File: src/rtl/sram_2p_march_bist_ctrl_if.sv
// sram_2p_march_bist_ctrl_if: BIST pin bundle between the march controller and one SRAM port.
// master = controller side, slave = macro/test-harness side.
interface sram_2p_march_bist_ctrl_if #(
    parameter int ADDR_W = 9,
    parameter int DATA_W = 32
);
    logic              START;
    logic [DATA_W-1:0] BIST_DOUT;
    logic              BIST_EN;
    logic              BIST_MEN;
    logic              BIST_WEN;
    logic              BIST_REN;
    logic [ADDR_W-1:0] BIST_ADDR;
    logic [DATA_W-1:0] BIST_DIN;
    logic [DATA_W-1:0] BIST_BM;
    logic              BUSY;
    logic              DONE;
    logic              FAIL;
    logic [ADDR_W-1:0] FAIL_ADDR;
    logic [2:0]        FAIL_ELEM;
    logic [DATA_W-1:0] FAIL_DATA;
    modport master (
        input  START, BIST_DOUT,
        output BIST_EN, BIST_MEN, BIST_WEN, BIST_REN, BIST_ADDR, BIST_DIN, BIST_BM,
        output BUSY, DONE, FAIL, FAIL_ADDR, FAIL_ELEM, FAIL_DATA
    );
    modport slave (
        output START, BIST_DOUT,
        input  BIST_EN, BIST_MEN, BIST_WEN, BIST_REN, BIST_ADDR, BIST_DIN, BIST_BM,
        input  BUSY, DONE, FAIL, FAIL_ADDR, FAIL_ELEM, FAIL_DATA
    );
endinterface

File: src/rtl/sram_2p_march_bist_ctrl.sv
// sram_2p_march_bist_ctrl: March C- BIST sequencer for one port of the 512x32 two-port SRAM.
// Issues one op per cycle, compares reads RD_LAT cycles later, records the first miscompare.
module sram_2p_march_bist_ctrl #(
    parameter int                ADDR_W = 9,
    parameter int                DATA_W = 32,
    parameter logic [DATA_W-1:0] BG     = '0,
    parameter int                RD_LAT = 2
) (
    input  logic                      CLK,
    input  logic                      RST,
    sram_2p_march_bist_ctrl_if.master bif
);
    typedef enum logic [1:0] {IDLE, RUN, DRAIN, END} state_t;
    typedef struct packed {
        logic              v;
        logic [DATA_W-1:0] exp;
        logic [ADDR_W-1:0] addr;
        logic [2:0]        elem;
    } cmp_t;
    localparam logic [ADDR_W-1:0] TOP = '1;
    localparam logic [2:0] DRAIN_LAST = 3'(RD_LAT - 1);
    state_t            r_state, w_state_nxt;
    logic [2:0]        r_elem, w_elem_nxt, r_drain, r_fail_elem;
    logic [ADDR_W-1:0] r_addr, w_addr_nxt, r_fail_addr;
    logic              r_op, w_op_nxt;
    logic              w_two, w_desc, w_elem_done, w_go, w_run_nxt, w_rd_nxt;
    logic              r_busy, r_men, r_wen, r_ren, r_done, r_fail;
    logic [DATA_W-1:0] r_din, r_fail_data;
    cmp_t              r_pipe [RD_LAT];
    cmp_t              w_tap;

    assign w_tap = r_pipe[RD_LAT-1];

    always_ff @(posedge CLK) r_state <= RST ? IDLE : w_state_nxt;

    // r_elem/r_addr/r_op always describe the command currently on the pins
    always_comb begin
        w_two = r_elem != 3'd0 && r_elem != 3'd5;
        w_desc = r_elem == 3'd3 || r_elem == 3'd4;
        w_elem_done = (!w_two || r_op) && r_addr == (w_desc ? '0 : TOP);
        w_go = bif.START && (r_state == IDLE || r_state == END);
        w_state_nxt = r_state;
        w_elem_nxt = r_elem;
        w_addr_nxt = r_addr;
        w_op_nxt = r_op;
        if (w_go) begin
            w_state_nxt = RUN;
            w_elem_nxt = '0;
            w_addr_nxt = '0;
            w_op_nxt = 1'b0;
        end else if (r_state == RUN) begin
            if (w_elem_done && r_elem == 3'd5) w_state_nxt = DRAIN;
            else begin
                w_op_nxt = w_two && !r_op;
                w_elem_nxt = r_elem + {2'b0, w_elem_done};
                w_addr_nxt = w_op_nxt ? r_addr
                           : !w_elem_done ? (w_desc ? r_addr - 1'b1 : r_addr + 1'b1)
                           : (r_elem == 3'd2 || r_elem == 3'd3) ? TOP : '0;
            end
        end else if (r_state == DRAIN && r_drain == DRAIN_LAST) w_state_nxt = END;
        w_run_nxt = w_state_nxt == RUN;
        w_rd_nxt = w_run_nxt && w_elem_nxt != 3'd0 && !w_op_nxt;
    end

    always_ff @(posedge CLK) begin
        if (RST) begin
            r_elem <= '0;
            r_addr <= '0;
            r_op <= 1'b0;
            r_drain <= '0;
            r_busy <= 1'b0;
            r_men <= 1'b0;
            r_wen <= 1'b0;
            r_ren <= 1'b0;
            r_done <= 1'b0;
            r_fail <= 1'b0;
            r_din <= '0;
            r_fail_addr <= '0;
            r_fail_elem <= '0;
            r_fail_data <= '0;
            for (int i = 0; i < RD_LAT; i++) r_pipe[i] <= '0;
        end else begin
            r_elem <= w_elem_nxt;
            r_addr <= w_addr_nxt;
            r_op <= w_op_nxt;
            r_drain <= r_state == DRAIN ? r_drain + 3'd1 : 3'd0;
            r_busy <= w_run_nxt || w_state_nxt == DRAIN;
            r_done <= w_state_nxt == END;
            r_men <= w_run_nxt;
            r_ren <= w_rd_nxt;
            r_wen <= w_run_nxt && !w_rd_nxt;
            if (w_run_nxt && !w_rd_nxt) r_din <= w_elem_nxt[0] ? ~BG : BG;
            r_pipe[0] <= '{v: w_rd_nxt, exp: (w_elem_nxt == 3'd2 || w_elem_nxt == 3'd4) ? ~BG : BG,
                           addr: w_addr_nxt, elem: w_elem_nxt};
            for (int i = 1; i < RD_LAT; i++) r_pipe[i] <= r_pipe[i-1];
            if (w_go) begin
                r_fail <= 1'b0;
                r_fail_addr <= '0;
                r_fail_elem <= '0;
                r_fail_data <= '0;
            end else if (w_tap.v && bif.BIST_DOUT != w_tap.exp && !r_fail) begin
                r_fail <= 1'b1;
                r_fail_addr <= w_tap.addr;
                r_fail_elem <= w_tap.elem;
                r_fail_data <= bif.BIST_DOUT;
            end
        end
    end

    assign bif.BIST_EN   = r_busy;
    assign bif.BUSY      = r_busy;
    assign bif.BIST_MEN  = r_men;
    assign bif.BIST_WEN  = r_wen;
    assign bif.BIST_REN  = r_ren;
    assign bif.BIST_ADDR = r_addr;
    assign bif.BIST_DIN  = r_din;
    assign bif.BIST_BM   = '1;
    assign bif.DONE      = r_done;
    assign bif.FAIL      = r_fail;
    assign bif.FAIL_ADDR = r_fail_addr;
    assign bif.FAIL_ELEM = r_fail_elem;
    assign bif.FAIL_DATA = r_fail_data;
endmodule

File: src/flat_wrapper.sv
// flat-port wrapper written by rule: the top's interface ports become plain ports
module sram_2p_march_bist_ctrl_flat 
#(
    parameter int                ADDR_W = 9,
    parameter int                DATA_W = 32,
    parameter logic [DATA_W-1:0] BG     = '0,
    parameter int                RD_LAT = 2
)
  (CLK, RST, bif_START, bif_BIST_DOUT, bif_BIST_EN, bif_BIST_MEN, bif_BIST_WEN, bif_BIST_REN, bif_BIST_ADDR, bif_BIST_DIN, bif_BIST_BM, bif_BUSY, bif_DONE, bif_FAIL, bif_FAIL_ADDR, bif_FAIL_ELEM, bif_FAIL_DATA);
  sram_2p_march_bist_ctrl_if #(.ADDR_W(ADDR_W), .DATA_W(DATA_W)) bif_i ();
  input  logic CLK;
  input  logic RST;
  input wire logic [$bits(bif_i.START)-1:0] bif_START;
  input wire logic [$bits(bif_i.BIST_DOUT)-1:0] bif_BIST_DOUT;
  output wire logic [$bits(bif_i.BIST_EN)-1:0] bif_BIST_EN;
  output wire logic [$bits(bif_i.BIST_MEN)-1:0] bif_BIST_MEN;
  output wire logic [$bits(bif_i.BIST_WEN)-1:0] bif_BIST_WEN;
  output wire logic [$bits(bif_i.BIST_REN)-1:0] bif_BIST_REN;
  output wire logic [$bits(bif_i.BIST_ADDR)-1:0] bif_BIST_ADDR;
  output wire logic [$bits(bif_i.BIST_DIN)-1:0] bif_BIST_DIN;
  output wire logic [$bits(bif_i.BIST_BM)-1:0] bif_BIST_BM;
  output wire logic [$bits(bif_i.BUSY)-1:0] bif_BUSY;
  output wire logic [$bits(bif_i.DONE)-1:0] bif_DONE;
  output wire logic [$bits(bif_i.FAIL)-1:0] bif_FAIL;
  output wire logic [$bits(bif_i.FAIL_ADDR)-1:0] bif_FAIL_ADDR;
  output wire logic [$bits(bif_i.FAIL_ELEM)-1:0] bif_FAIL_ELEM;
  output wire logic [$bits(bif_i.FAIL_DATA)-1:0] bif_FAIL_DATA;
  assign bif_i.START = bif_START;
  assign bif_i.BIST_DOUT = bif_BIST_DOUT;
  assign bif_BIST_EN = bif_i.BIST_EN;
  assign bif_BIST_MEN = bif_i.BIST_MEN;
  assign bif_BIST_WEN = bif_i.BIST_WEN;
  assign bif_BIST_REN = bif_i.BIST_REN;
  assign bif_BIST_ADDR = bif_i.BIST_ADDR;
  assign bif_BIST_DIN = bif_i.BIST_DIN;
  assign bif_BIST_BM = bif_i.BIST_BM;
  assign bif_BUSY = bif_i.BUSY;
  assign bif_DONE = bif_i.DONE;
  assign bif_FAIL = bif_i.FAIL;
  assign bif_FAIL_ADDR = bif_i.FAIL_ADDR;
  assign bif_FAIL_ELEM = bif_i.FAIL_ELEM;
  assign bif_FAIL_DATA = bif_i.FAIL_DATA;
  sram_2p_march_bist_ctrl #(.ADDR_W(ADDR_W), .DATA_W(DATA_W), .BG(BG), .RD_LAT(RD_LAT)) u_core (.CLK(CLK), .RST(RST), .bif(bif_i));
endmodule
File: config.mk
export PLATFORM = sky130hd
export DESIGN_NAME = sram_2p_march_bist_ctrl_flat
export DESIGN_NICKNAME = d
export VERILOG_FILES = /design/src/rtl/sram_2p_march_bist_ctrl_if.sv /design/src/rtl/sram_2p_march_bist_ctrl.sv /design/src/flat_wrapper.sv
export SDC_FILE = /design/constraint.sdc
export NUM_CORES = 1
export LEC_CHECK = 0
export BUFFER_PORTS_ARGS = -buffer_cell sky130_fd_sc_hd__buf_2
export CORE_ASPECT_RATIO = 1.2
export CORE_MARGIN = 2
export CORE_UTILIZATION = 50
export CTS_BUF_LIST = sky130_fd_sc_hd__clkbuf_16
export DETAILED_ROUTE_END_ITERATION = 8
export GPL_TIMING_DRIVEN = 0
export PLACE_DENSITY = 0.83
export REMOVE_ABC_BUFFERS = 1
export SYNTH_ARGS = -nofsm -noshare
export SYNTH_HDL_FRONTEND = slang
export SYNTH_SLANG_ARGS = --single-unit
File: constraint.sdc
create_clock -name CLK -period 4.6 [get_ports CLK]
set_clock_uncertainty 0.1 [all_clocks]
set_input_delay 0.46 -clock CLK [delete_from_list [all_inputs] [get_ports CLK]]
set_output_delay 0.46 -clock CLK [all_outputs]
set_load 0.02 [all_outputs]
==> flow_summary.toml <==
[timing]
rsz0062_at_grt = "false"
fin_crit_ns = 4.29
setup_ws_ns = 0.307
max_freq_mhz = 233
worst_pin_slew_ns = 0.954
relSlewSlack_pct = 36.1
drv_slew = 0
fin_crit_sh_pct = 93.3
setup_viol = 0
hold_viol = 0

[final_layout]
fin_area_um2 = 4900
area_growth_syn_to_layout_pct = 14.2
nNetsFinal = 599
layout-drive-gt1-share_pct = 28.2
n_antenna_cell = 0

[worst_setup_path]
critical_path.top_delay_family = "simple AND/OR/NAND/NOR gates"
worstPathMaxFanout = 14
crit_top_cell = "ha_1"
criticalPathCategory = "reg2reg"
end_kind = "flop"
cp-start-kind = "flop"
cp.required_ns = 4.75
path_depth = 15
ff2ff_path_depth = 15
worstPathArrival_ns = 4.44
path_buf_inv = 1
path_cells = "or3b_4 -> nand2_1 -> ha_1 -> nand4_1 -> nor2_1 -> o211ai_1 -> inv_1 -> ha_1 -> ha_1 -> xnor2_1 -> nand2b_1 -> nand2_1 -> and3_1 -> o311a_1 -> nor4_2"
max_stage_delay_ns = 0.62
cp_slowest_cell = "dfxtp_1"

[placement]
dpl_cell_area_um2 = 4590
place_congestion = 0.875
dp_slack_ns = 0.436
port_buffers = 126
hpwl_um = 6450

[die]
core_area_um2 = 8470
initial_core_util_pct = 50.7
die_area_um2 = 9350
num_rows = 37
dieWidth_um = 88.6
io_pins = 159
die_height_um = 106

[detailed_routing]
avgViaCountPerCell = 5.00
antenna_left = 0
drc = 0
vias = 3348
dr.pass1.iters = 4
drt_wl_total_um = 8740
first_iter_violations = 169
wl_per_cell_um = 13.0

[run_status]
status = "complete, no violations"

[synth]
synth_edf_count = 0
synthFlopType = "dfxtp_1"
ys_types = 49
synth_area_um2 = 4290
syn_inst = 467
seq_area_frac_synth_pct = 39.2
synthArstFlopShare_pct = 0
yosys_warnings = 0
avgSynthCellArea_um2 = 9.19
synth-seq-cells = 84

[global_routing]
antenna_found_initial = 0
grtUsageTotal_pct = 18.0
grt_max_degree = 50
overflow = 0
grt_pass1_wl_um = 13500
grt_pass1_vias = 3186

[worst_hold_path]
min_path_type = "in2reg"
min_path_cells = 3

[clock_network]
cts_hold_buf = 0
cts.sinks = 84
root_buffer = "clkbuf_16"
cts_max_level = 3
cts_buffer_depth = 2
cts_tree = "yes"
cts_made_buffers = 9
clk_pin_slew_ns = 0.06
cts-resized-gates = 0
cts_setup_buffers = 0
clock_latency_ns = 0.34

[power]
power_mw = 1.67
powerDensity_nw_per_um2 = 340
ir_drop_v = 0.000156
p_leak_nw = 2.60

[run]
drv_cap = 0
==> metal layers <==
metal	up-vias	wire length, um	global-route usage (%)
met4	0	243	10.6
met3	21	650	6.42
met1	1551	3480	18.1
met2	117	4360	31.2
li1	1659	-	-
met5	-	0	0
==> cell usage after synthesis (3+ instances only) <==
cell      count  share of area [%]
a31oi_1       4               0.58
buf_6         6                1.6
nor3_1       10                1.2
a21o_1        3               0.52
o21ai_0      11                1.3
nor2_1       65                5.7
nor2b_1      19                2.8
inv_1         8               0.70
nand3_1       7               0.82
xnor2_1       6                1.2
dfxtp_1      84                 39
nand2_1      14                1.2
clkbuf_1     11               0.96
o211ai_1      4               0.70
a21oi_1      16                1.9
a211oi_1      6                1.0
nand4_1       5               0.73
buf_4        74                 13
buf_2         3               0.35
nand2b_1      7                1.0
mux2i_1      45                 10
nor4_1        5               0.73
ha_1         15                4.4
or3_1         4               0.58
or4_1         4               0.70
==> worst min-delay path: stages <==
cell     delay (ns)
buf_2          0.09
mux2i_1        0.06
nor2_1         0.07
==> placed cells by master, fill, tap and decap left out, types with 3 or more instances in the layout <==
cell	n
or3_1	4
xnor2_1	6
a211oi_1	6
nand2b_1	6
nand4_1	5
ha_1	15
a31oi_1	4
nand2_1	14
nor2b_1	19
conb_1	32
buf_2	126
nand3_1	7
or4_1	4
buf_4	3
o21ai_0	11
o211ai_1	4
clkbuf_16	9
a21oi_1	16
inv_1	8
nor4_1	5
buf_6	3
a21o_1	3
dfxtp_1	84
nor3_1	10
mux2i_1	45
nor2_1	65
==> per-stage QoR <==
stage               hold WS [ns]  setup TNS [ns]  util [%]  std cells
floorplan                  0.314          -31.27         -        404
global placement           0.321          -63.23      53.2        647
CTS                        0.271               0      57.9        670
finish                     0.285               0      57.9        670
global route               0.302               0      57.9        670
detailed placement         0.323               0      54.1        654
==> registers in the layout (all words and copies together) (netlist names) <==
name and flops:
u_core.bif.FAIL_DATA 32, u_core.r_pipe 18, u_core.bif.FAIL_ADDR 9, u_core.bif.BIST_ADDR 8, u_core.bif.FAIL_ELEM 3, u_core.r_drain 3, u_core.r_elem 2, u_core.r_state 2
u_core.bif.BIST_DIN 1, u_core.bif.BIST_EN 1, u_core.bif.BIST_MEN 1, u_core.bif.BIST_WEN 1, u_core.bif.DONE 1, u_core.bif.FAIL 1, u_core.r_op 1
==> area by class of cell <==
| class | count | area, um2 |
|---|---|---|
| Clock inverter | 7 | 91.3 |
| Inverter | 8 | 30.0 |
| Fill cell | 718 | 3570 |
| Timing Repair Buffer | 133 | 707 |
| Clock buffer | 9 | 225 |
| Multi-Input combinational cell | 312 | 2020 |
| Tap cell | 117 | 146 |
| Sequential cell | 84 | 1680 |
==> power breakdown <==
| group | internal [mW] | switching, mW |
|---|---|---|
| registers | 0.741 | 0.0113 |
| clock network | 0.472 | 0.285 |
| logic | 0.0533 | 0.104 |
| total | 1.27 | 0.400 |
==> cell families after synthesis <==
logic type | Yosys count | synth area share (%)
AOI/OAI and AO/OA | 59 | 9.06
DFF | 84 | 39.2
muxes | 46 | 10.8
xor gates and xnor gates | 9 | 2.16
other | 1 | 0.0874
and+or+nand+nor | 150 | 17.4
adders and majority gates | 16 | 4.84
buffers and inverters | 102 | 16.5
==> final timing paths <==
check                                                        endpoint  slack (ns)                             from
worst min register to register        u_core.r_pipe[0][88]$_SDFF_PP0_        0.36  u_core.r_pipe[0][42]$_SDFF_PP0_
worst max register to register   u_core.bif.BIST_DIN[30]$_SDFFE_PP0P_        0.31   u_core.r_pipe[0][2]$_SDFF_PP0_
worst min-delay path            u_core.bif.FAIL_DATA[18]$_SDFFE_PP0P_        0.29                bif_BIST_DOUT[18]
worst max-delay path             u_core.bif.BIST_DIN[30]$_SDFFE_PP0P_        0.31   u_core.r_pipe[0][2]$_SDFF_PP0_
No activity file was read; power rests on OpenSTA's default activity.
